===== src/rtl/frame_path_scheduler.sv =====
// Frame scheduler: one meta header beat per frame, then payload packets alternating in1/in2 per group.
// Optional SCHED_STATS_EN adds saturating frame/stall counters (stat_frames, stat_stalls).
module frame_path_scheduler #(
    parameter int DW                = 128,
    parameter int PACKET_BEATS      = 2,
    parameter int PACKETS_PER_FRAME = 128,
    parameter int PP_GROUP          = 2
) (
    input  logic            clk,
    input  logic            resetn,
    input  logic [DW-1:0]   in1_tdata,
    input  logic            in1_tvalid,
    output logic            in1_tready,
    input  logic [DW-1:0]   in2_tdata,
    input  logic            in2_tvalid,
    output logic            in2_tready,
    input  logic [DW-1:0]   meta_tdata,
    input  logic            meta_tvalid,
    output logic            meta_tready,
    output logic [DW-1:0]   out_tdata,
    output logic            out_tvalid,
    input  logic            out_tready,
    output logic            out_tlast,
    output logic [DW/8-1:0] out_tkeep,
    output logic            out_hdr,
    output logic            out_src
`ifdef SCHED_STATS_EN
    ,
    output logic [31:0]     stat_frames,
    output logic [31:0]     stat_stalls
`endif
);

    localparam int BW = $clog2(PACKET_BEATS + 1);
    localparam int PW = $clog2(PACKETS_PER_FRAME + 1);
    localparam int GW = $clog2(PP_GROUP + 1);
    localparam logic [BW-1:0] BEAT_LAST = BW'(PACKET_BEATS - 1);
    localparam logic [PW-1:0] PKT_LAST  = PW'(PACKETS_PER_FRAME - 1);
    localparam logic [GW-1:0] GRP_LAST  = GW'(PP_GROUP - 1);

    typedef enum logic {HDR, PKT} state_t;

    state_t        state;
    logic [BW-1:0] beat_cnt;
    logic [PW-1:0] pkt_cnt;
    logic [GW-1:0] grp_cnt;
    logic          grant;

    logic          adv, meta_hs, pay_hs, pkt_end, frame_end;
    logic [DW-1:0] pay_data;

    assign adv = !out_tvalid || out_tready;

    // Ready is held low during reset so no source sees a handshake that the FSM would discard.
    assign meta_tready = resetn && (state == HDR) && adv;
    assign in1_tready  = resetn && (state == PKT) && !grant && adv;
    assign in2_tready  = resetn && (state == PKT) &&  grant && adv;

    assign meta_hs   = meta_tvalid && meta_tready;
    assign pay_hs    = (in1_tvalid && in1_tready) || (in2_tvalid && in2_tready);
    assign pay_data  = grant ? in2_tdata : in1_tdata;
    assign pkt_end   = pay_hs && (beat_cnt == BEAT_LAST);
    assign frame_end = pkt_end && (pkt_cnt == PKT_LAST);
    assign out_tkeep = {(DW/8){out_tvalid}};

    always_ff @(posedge clk) begin
        if (!resetn) begin
            state      <= HDR;
            beat_cnt   <= '0;
            pkt_cnt    <= '0;
            grp_cnt    <= '0;
            grant      <= 1'b0;
            out_tdata  <= '0;
            out_tvalid <= 1'b0;
            out_tlast  <= 1'b0;
            out_hdr    <= 1'b0;
            out_src    <= 1'b0;
        end else begin
            if (adv) begin
                out_tvalid <= meta_hs || pay_hs;
                if (meta_hs) begin
                    out_tdata <= meta_tdata;
                    out_tlast <= 1'b0;
                    out_hdr   <= 1'b1;
                    out_src   <= 1'b0;
                end else if (pay_hs) begin
                    out_tdata <= pay_data;
                    out_tlast <= pkt_end;
                    out_hdr   <= 1'b0;
                    out_src   <= grant;
                end
            end
            if (meta_hs)
                state <= PKT;
            if (pay_hs) begin
                if (pkt_end) begin
                    beat_cnt <= '0;
                    if (frame_end) begin
                        pkt_cnt <= '0;
                        grp_cnt <= '0;
                        grant   <= 1'b0;
                        state   <= HDR;
                    end else begin
                        pkt_cnt <= pkt_cnt + 1'b1;
                        if (grp_cnt == GRP_LAST) begin
                            grp_cnt <= '0;
                            grant   <= ~grant;
                        end else begin
                            grp_cnt <= grp_cnt + 1'b1;
                        end
                    end
                end else begin
                    beat_cnt <= beat_cnt + 1'b1;
                end
            end
        end
    end

`ifdef SCHED_STATS_EN
    always_ff @(posedge clk) begin
        if (!resetn) begin
            stat_frames <= '0;
            stat_stalls <= '0;
        end else begin
            if (frame_end && stat_frames != 32'hFFFF_FFFF)
                stat_frames <= stat_frames + 1'b1;
            if (out_tvalid && !out_tready && stat_stalls != 32'hFFFF_FFFF)
                stat_stalls <= stat_stalls + 1'b1;
        end
    end
`endif

endmodule


===== config.mk =====
export PLATFORM = sky130hd
export DESIGN_NAME = frame_path_scheduler
export DESIGN_NICKNAME = d
export VERILOG_FILES = /design/src/rtl/frame_path_scheduler.sv
export SDC_FILE = /design/constraint.sdc
export NUM_CORES = 1
export LEC_CHECK = 0
export ABC_AREA = 1
export CAP_MARGIN = 10
export CELL_PAD_IN_SITES_DETAIL_PLACEMENT = 0
export CELL_PAD_IN_SITES_GLOBAL_PLACEMENT = 1
export CORE_MARGIN = 2
export CORE_UTILIZATION = 21
export CTS_BUF_LIST = sky130_fd_sc_hd__clkbuf_16
export DETAILED_ROUTE_END_ITERATION = 6
export PLACE_DENSITY = 0.81
export SYNTH_ARGS = -nofsm -noshare
export SYNTH_HDL_FRONTEND = slang
export SYNTH_SLANG_ARGS = --single-unit

===== constraint.sdc =====
create_clock -name clk -period 1.6 [get_ports clk]
set_clock_uncertainty 0.1 [all_clocks]
set_input_delay 0.24 -clock clk [delete_from_list [all_inputs] [get_ports clk]]
set_output_delay 0.24 -clock clk [all_outputs]
set_load 0.02 [all_outputs]

==> results of run 1 <==
## layout make-up
cell class | instances | area share, %
antenna | 1 | 0.0135
clock inverter | 13 | 0.579
multi-input combinational | 1243 | 33.8
timing repair buffer | 705 | 43.1
tap | 539 | 3.63
sequential | 146 | 15.8
clock buffer | 19 | 2.56
inverter | 18 | 0.458
## critical path: cells and delay by family (launching register included)
kind | cells | cell delay (ns)
compound gates | 1 | 0.14
buf+inv | 4 | 0.54
flops | 1 | 0.39
simple gates | 6 | 0.52
## cell usage after synthesis, drive strengths merged
cell | count | area share [%]
o211a | 2 | 0.23
or2 | 1 | 0.071
nand3b | 1 | 0.085
nor2 | 143 | 6.2
dfxtp | 146 | 33
nor3 | 132 | 7.5
inv | 18 | 0.79
nand2 | 800 | 34
o211ai | 1 | 0.085
clkbuf | 39 | 1.7
nand4 | 8 | 0.57
nand3 | 11 | 0.68
buf | 95 | 6.6
a21oi | 11 | 0.62
o21ai | 131 | 7.4
ha | 2 | 0.28
## how the worst max path moves through the flow
stage | start | to | cells after the start | slack, ns
6_report | state$_SDFF_PN0_ | out_tdata[113]$_SDFFE_PN0P_ | 11 | -0.21
5_1_grt | state$_SDFF_PN0_ | out_tdata[113]$_SDFFE_PN0P_ | 11 | -0.27
4_1_cts | state$_SDFF_PN0_ | out_tdata[48]$_SDFFE_PN0P_ | 11 | -0.21
3_5_place_dp | out_tready | in1_tready | 6 | -0.67
3_3_place_gp | out_tready | in1_tready | 6 | -0.63
2_1_floorplan | out_tvalid$_SDFFE_PN0N_ | out_tdata[59]$_SDFFE_PN0P_ | 9 | 0.04
## cells by family (layout without fill, tap and decap cells)
kind of cell / after synthesis / after routing / synth area share (%)
AND/OR/NAND/NOR: 1096 / 1096 / 49.1
AO/OA/AOI/OAI: 145 / 145 / 8.36
adder cells (fa/ha/maj): 2 / 2 / 0.283
buffers and inverters: 152 / 755 / 9.10
other: 0 / 1 / 0
flip-flops: 146 / 146 / 33.1
## stage by stage
stage / instances / util [%] / cell area, um2
6_report: 2684 / 44.5 / 18600
5_1_grt: 2683 / 44.5 / 18600
4_1_cts: 2679 / 43.6 / 18200
3_5_place_dp: 2556 / 35.9 / 15000
3_3_place_gp: 2556 / 35.9 / 15000
2_1_floorplan: 1541 / - / 8830
## state kept, by name, indices dropped and copies added, names as in the netlist
signal / count
out_tdata: 128
pkt_cnt: 8
beat_cnt: 2
grp_cnt: 2
grant: 1
out_hdr: 1
out_src: 1
out_tlast: 1
out_tvalid: 1
state: 1
## repair_timing
item                       in CTS  in global routing
gates resized for setup       561                142
setup endpoints to repair     296                168
gates cloned                   51                  5
pin swaps                     138                101
setup buffers                  42                 15
## layer usage
metal | vias up | share of wire [%] | GRT usage, %
met3 | 94 | 6.6 | 5.17
met4 | 0 | 3.8 | 9.33
met5 | - | 0 | 0
met2 | 480 | 49 | 38.6
li1 | 6042 | - | -
met1 | 5677 | 41 | 26.0
## power groups by stage
stage                     sequential, mW  clock (mW)  combinational, mW
final                               4.13        4.07               4.88
after global routing                4.16        4.31               5.22
after CTS                           4.12        4.19               4.78
after detailed placement            4.19           0               3.77
after global placement              4.18           0               3.75
after floorplan                     4.54           0               1.31
==> flow_summary.json, run 1 <==
{
  "reg2reg_slack_ns": -0.21,
  "fin_crit_ns": 1.81,
  "crit_fanout": 7,
  "synth.ff_latch_count": 146,
  "globalRouteTotalUtil_pct": 22.1,
  "vias_per_cell": 4.58,
  "switchingPower_mw": 4.26,
  "grt.overflow.total": 0,
  "die_x_um": 209,
  "clockBufferDepth": 2,
  "h-tree-depth": 4,
  "pwr-share-seq_pct": 31.6,
  "max_freq_mhz": 551,
  "comb_power_share_pct": 37.3,
  "worstPathRequired_ns": 1.84,
  "cts_tree": "done",
  "timing.rr.end": "out_tdata[113]$_SDFFE_PN0P_",
  "ctsHoldBuffers": 0,
  "whs_ns": 0.143,
  "antenna_found_initial": 1,
  "p_int_mw": 8.82,
  "post-dp-hpwl_um": 30800,
  "clkTransAtPathRegs_ns": 0.07,
  "syn-instance-count": 1541,
  "ir_worst_vdd_uv": 577,
  "violations": "setup timing",
  "cts_buffers": 17,
  "crit_path_max_incr_delay_ns": 0.39,
  "first_global_vias": 12300,
  "slew_viol_final": 0,
  "syn_nets": 1933,
  "grt_setup_unrepaired": "yes",
  "nets": 2523,
  "io_buffers": 540,
  "setup_tns_ns": -15.16,
  "clock_sinks": 146,
  "finalWorstSetupSlack_ns": -0.215,
  "grt_pass1_wl_um": 72900,
  "start_kind": "flop",
  "wl_per_cell_um": 19.0,
  "cts_root_buffer": "clkbuf_16",
  "vias": 12300,
  "multi_input_area_um2": 6290,
  "start_util_pct": 21.1,
  "finalSetupViolCount": 145,
  "cp-end-kind": "flop",
  "crit_type": "flop to flop",
  "yosysSeqAreaShare_pct": 33.1,
  "total_leakage_power_nw": 8.81,
  "cap_viol_max_count": 0,
  "status": "finished with violations",
  "io_pins": 541,
  "holdPathStages": 4,
  "p_per_area_nw_per_um2": 704,
  "total_power_mw": 13.1,
  "hp-class": "input pin to flop",
  "reg2reg_depth": 11,
  "core_um2": 41800,
  "drive_gt1_share_pct": 23.7,
  "min_to": "out_tdata[81]$_SDFFE_PN0P_",
  "ant_nets": 0,
  "finalHoldViolCount": 0,
  "worstHoldStart": "resetn",
  "synth_warnings": 0,
  "route.detailed.drc": 0,
  "pre_cts_ws_ns": -0.670,
  "drtPass1Iterations": 5,
  "syn_area_um2": 8830,
  "reg2reg_from": "state$_SDFF_PN0_",
  "rows": 75,
  "slew_headroom_pct": 21.9,
  "die_h_um": 209,
  "gp_congestion": 0.881,
  "period_share_pct": 113,
  "worstSkewPairLatency_ns": 0.44,
  "die_area_um2": 43700,
  "critPathSlowestCell": "dfxtp_4",
  "nFillCells": 4287,
  "drt-initial-drc-count": 618,
  "layout_common_cells": "nand2_1 (678), clkdlybuf4s50_1 (388), dfxtp_1 (143)",
  "wl_um": 51000,
  "layout_commonest_cell": "nand2_1",
  "p_clk_share_pct": 31.1,
  "worst_pin_slew_ns": 1.17,
  "swShare_pct": 32.6,
  "path_cells": "nand2_4, nor2_4, nand3_4, nand2_8, nor2_4, buf_12, buf_12, buf_8, buf_16, o21ai_1, nor2_1",
  "synth.distinct_cells": 26,
  "grt_max_degree": 78,
  "syn_area_per_cell_um2": 5.73,
  "area_growth_pct": 111,
  "ff_latch_area_um2": 2930,
  "cp_data_arrival_time_ns": 2.05
}
No activity file was read; power rests on OpenSTA's default activity.
==> run 2: changes to the inputs <==
- CORE_ASPECT_RATIO: not set -> 0.5
==> flow_summary.json, run 2 (synthesis results as in run 1) <==
{
  "start_kind": "flop",
  "violations": "setup timing",
  "reg2reg_slack_ns": -0.17,
  "cts_buffers": 17,
  "drtPass1Iterations": 5,
  "clockBufferDepth": 2,
  "reg2reg_depth": 10,
  "gp_congestion": 0.923,
  "ctsHoldBuffers": 0,
  "die_area_um2": 43800,
  "pre_cts_ws_ns": -0.588,
  "fin_crit_ns": 1.77,
  "p_per_area_nw_per_um2": 699,
  "slew_viol_final": 0,
  "wl_per_cell_um": 18.2,
  "finalWorstSetupSlack_ns": -0.167,
  "die_h_um": 149,
  "clock_sinks": 146,
  "layout_common_cells": "nand2_1 (670), clkdlybuf4s50_1 (388), dfxtp_1 (143)",
  "drive_gt1_share_pct": 23.3,
  "reg2reg_from": "state$_SDFF_PN0_",
  "io_buffers": 540,
  "worstSetupStartpoint": "state$_SDFF_PN0_",
  "top_register": "out_tdata",
  "finalSetupViolCount": 145,
  "core_um2": 41700,
  "grt_setup_unrepaired": "yes",
  "nets": 2542,
  "worst_pin_slew_ns": 0.699,
  "globalRouteTotalUtil_pct": 21.4,
  "finalHoldViolCount": 0,
  "layout_commonest_cell": "nand2_1",
  "crit_type": "flop to flop",
  "first_global_vias": 11700,
  "wl_um": 49400,
  "vias": 12000,
  "cp-endpoint": "out_tdata[37]$_SDFFE_PN0P_",
  "largest_reg_flops": 128,
  "utilization_pct": 44.0,
  "worstSkewPairLatency_ns": 0.44,
  "io_pins": 541,
  "clkTransAtPathRegs_ns": 0.07,
  "nFillCells": 4258,
  "slew_headroom_pct": 53.4,
  "hp-class": "input pin to flop",
  "route.detailed.drc": 0,
  "antenna_found_initial": 2,
  "rows": 53,
  "status": "finished with violations",
  "cts_tree": "done",
  "vias_per_cell": 4.44,
  "start_util_pct": 21.2,
  "grt_pass1_wl_um": 70000,
  "timing.rr.end": "out_tdata[37]$_SDFFE_PN0P_",
  "cp-end-kind": "flop",
  "crit_fanout": 8,
  "ir_worst_vdd_uv": 559,
  "post-dp-hpwl_um": 34700,
  "total_leakage_power_nw": 8.65,
  "cts_root_buffer": "clkbuf_16",
  "grt_max_degree": 61,
  "cp_data_arrival_time_ns": 2.01,
  "grt.overflow.total": 0,
  "die_x_um": 294,
  "area_growth_pct": 108,
  "h-tree-depth": 4,
  "drt-initial-drc-count": 630,
  "top_regs": "out_tdata: 128 flops, pkt_cnt: 8 flops",
  "period_share_pct": 110,
  "cap_viol_max_count": 0,
  "worstPathRequired_ns": 1.84,
  "max_freq_mhz": 566,
  "ant_nets": 0
}
## run 2: cell types whose count changed in the layout (fill, tap and decap cells not counted), sizes merged
cell and change:
clkinvlp -1, inv +3, dlygate4sd2 +3, bufbuf -4
buf +18, diode +1
## run 2: how the worst min path moves through the flow
| stage | start | slack (ns) | endpoint | depth (start not counted) |
|---|---|---|---|---|
| after floorplan | grp_cnt[1]$_SDFFE_PN0P_ | 0.31 | grp_cnt[1]$_SDFFE_PN0P_ | 2 |
| after global placement | grp_cnt[1]$_SDFFE_PN0P_ | 0.32 | grp_cnt[1]$_SDFFE_PN0P_ | 2 |
| after detailed placement | grp_cnt[1]$_SDFFE_PN0P_ | 0.32 | grp_cnt[1]$_SDFFE_PN0P_ | 2 |
| after CTS | resetn | 0.08 | out_tdata[64]$_SDFFE_PN0P_ | 4 |
| after global routing | resetn | 0.11 | out_tdata[64]$_SDFFE_PN0P_ | 4 |
| final | resetn | 0.11 | out_tdata[64]$_SDFFE_PN0P_ | 4 |
## run 2: routing by layer
metal / vias to the layer above / wire length, um / track usage [%]
met1: 5624 / 20700 / 25.2
met5: - / 0 / 0
met2: 262 / 24600 / 37.1
li1: 6075 / - / -
met4: 0 / 1770 / 8.88
met3: 84 / 2350 / 5.60
## run 2: area by class of cell
class | count | area [um2] | area share, %
tap | 550 | 688 | 3.75
multi-input combinational | 1243 | 6250 | 34.1
clock buffer | 17 | 425 | 2.32
inverter | 18 | 82.6 | 0.450
sequential | 146 | 2930 | 16.0
antenna | 2 | 5.00 | 0.0273
clock inverter | 15 | 134 | 0.730
timing repair buffer | 724 | 7830 | 42.7
## run 2: stage by stage
stage	TNS, ns	instance area (um2)	hold WS [ns]	cells	power (mW)
after floorplan	0	8830	0.309	1541	5.85
after global placement	-65.29	15400	0.321	2610	8.11
after detailed placement	-71.14	15400	0.321	2610	8.13
after CTS	-12.16	17800	0.0837	2710	12.7
after global routing	-22.92	18300	0.108	2715	13.4
final	-13.14	18300	0.110	2715	12.8
## run 2: worst max-delay path, stage by stage, from the launching register on
cell       delay (ns)
dfxtp_4          0.37
nor2_4           0.13
nand3_4          0.15
inv_8            0.12
buf_6            0.10
nor2_4           0.04
buf_4            0.15
clkbuf_16        0.17
buf_6            0.13
o21ai_1          0.15
nor2_1           0.06
## run 2: what timing repair did
action | CTS | global route
setup buffers | 42 | 10
gates cloned | 29 | 8
pin swaps | 134 | 98
setup endpoints to repair | 297 | 155
gates resized for setup | 499 | 172
## run 2: where the power goes
part	leakage [nW]	internal (mW)	switching, mW
Combinational	7.18	2.49	2.28
Sequential	1.20	3.94	0.178
Clock	0.263	2.16	1.78
Total	8.65	8.58	4.24
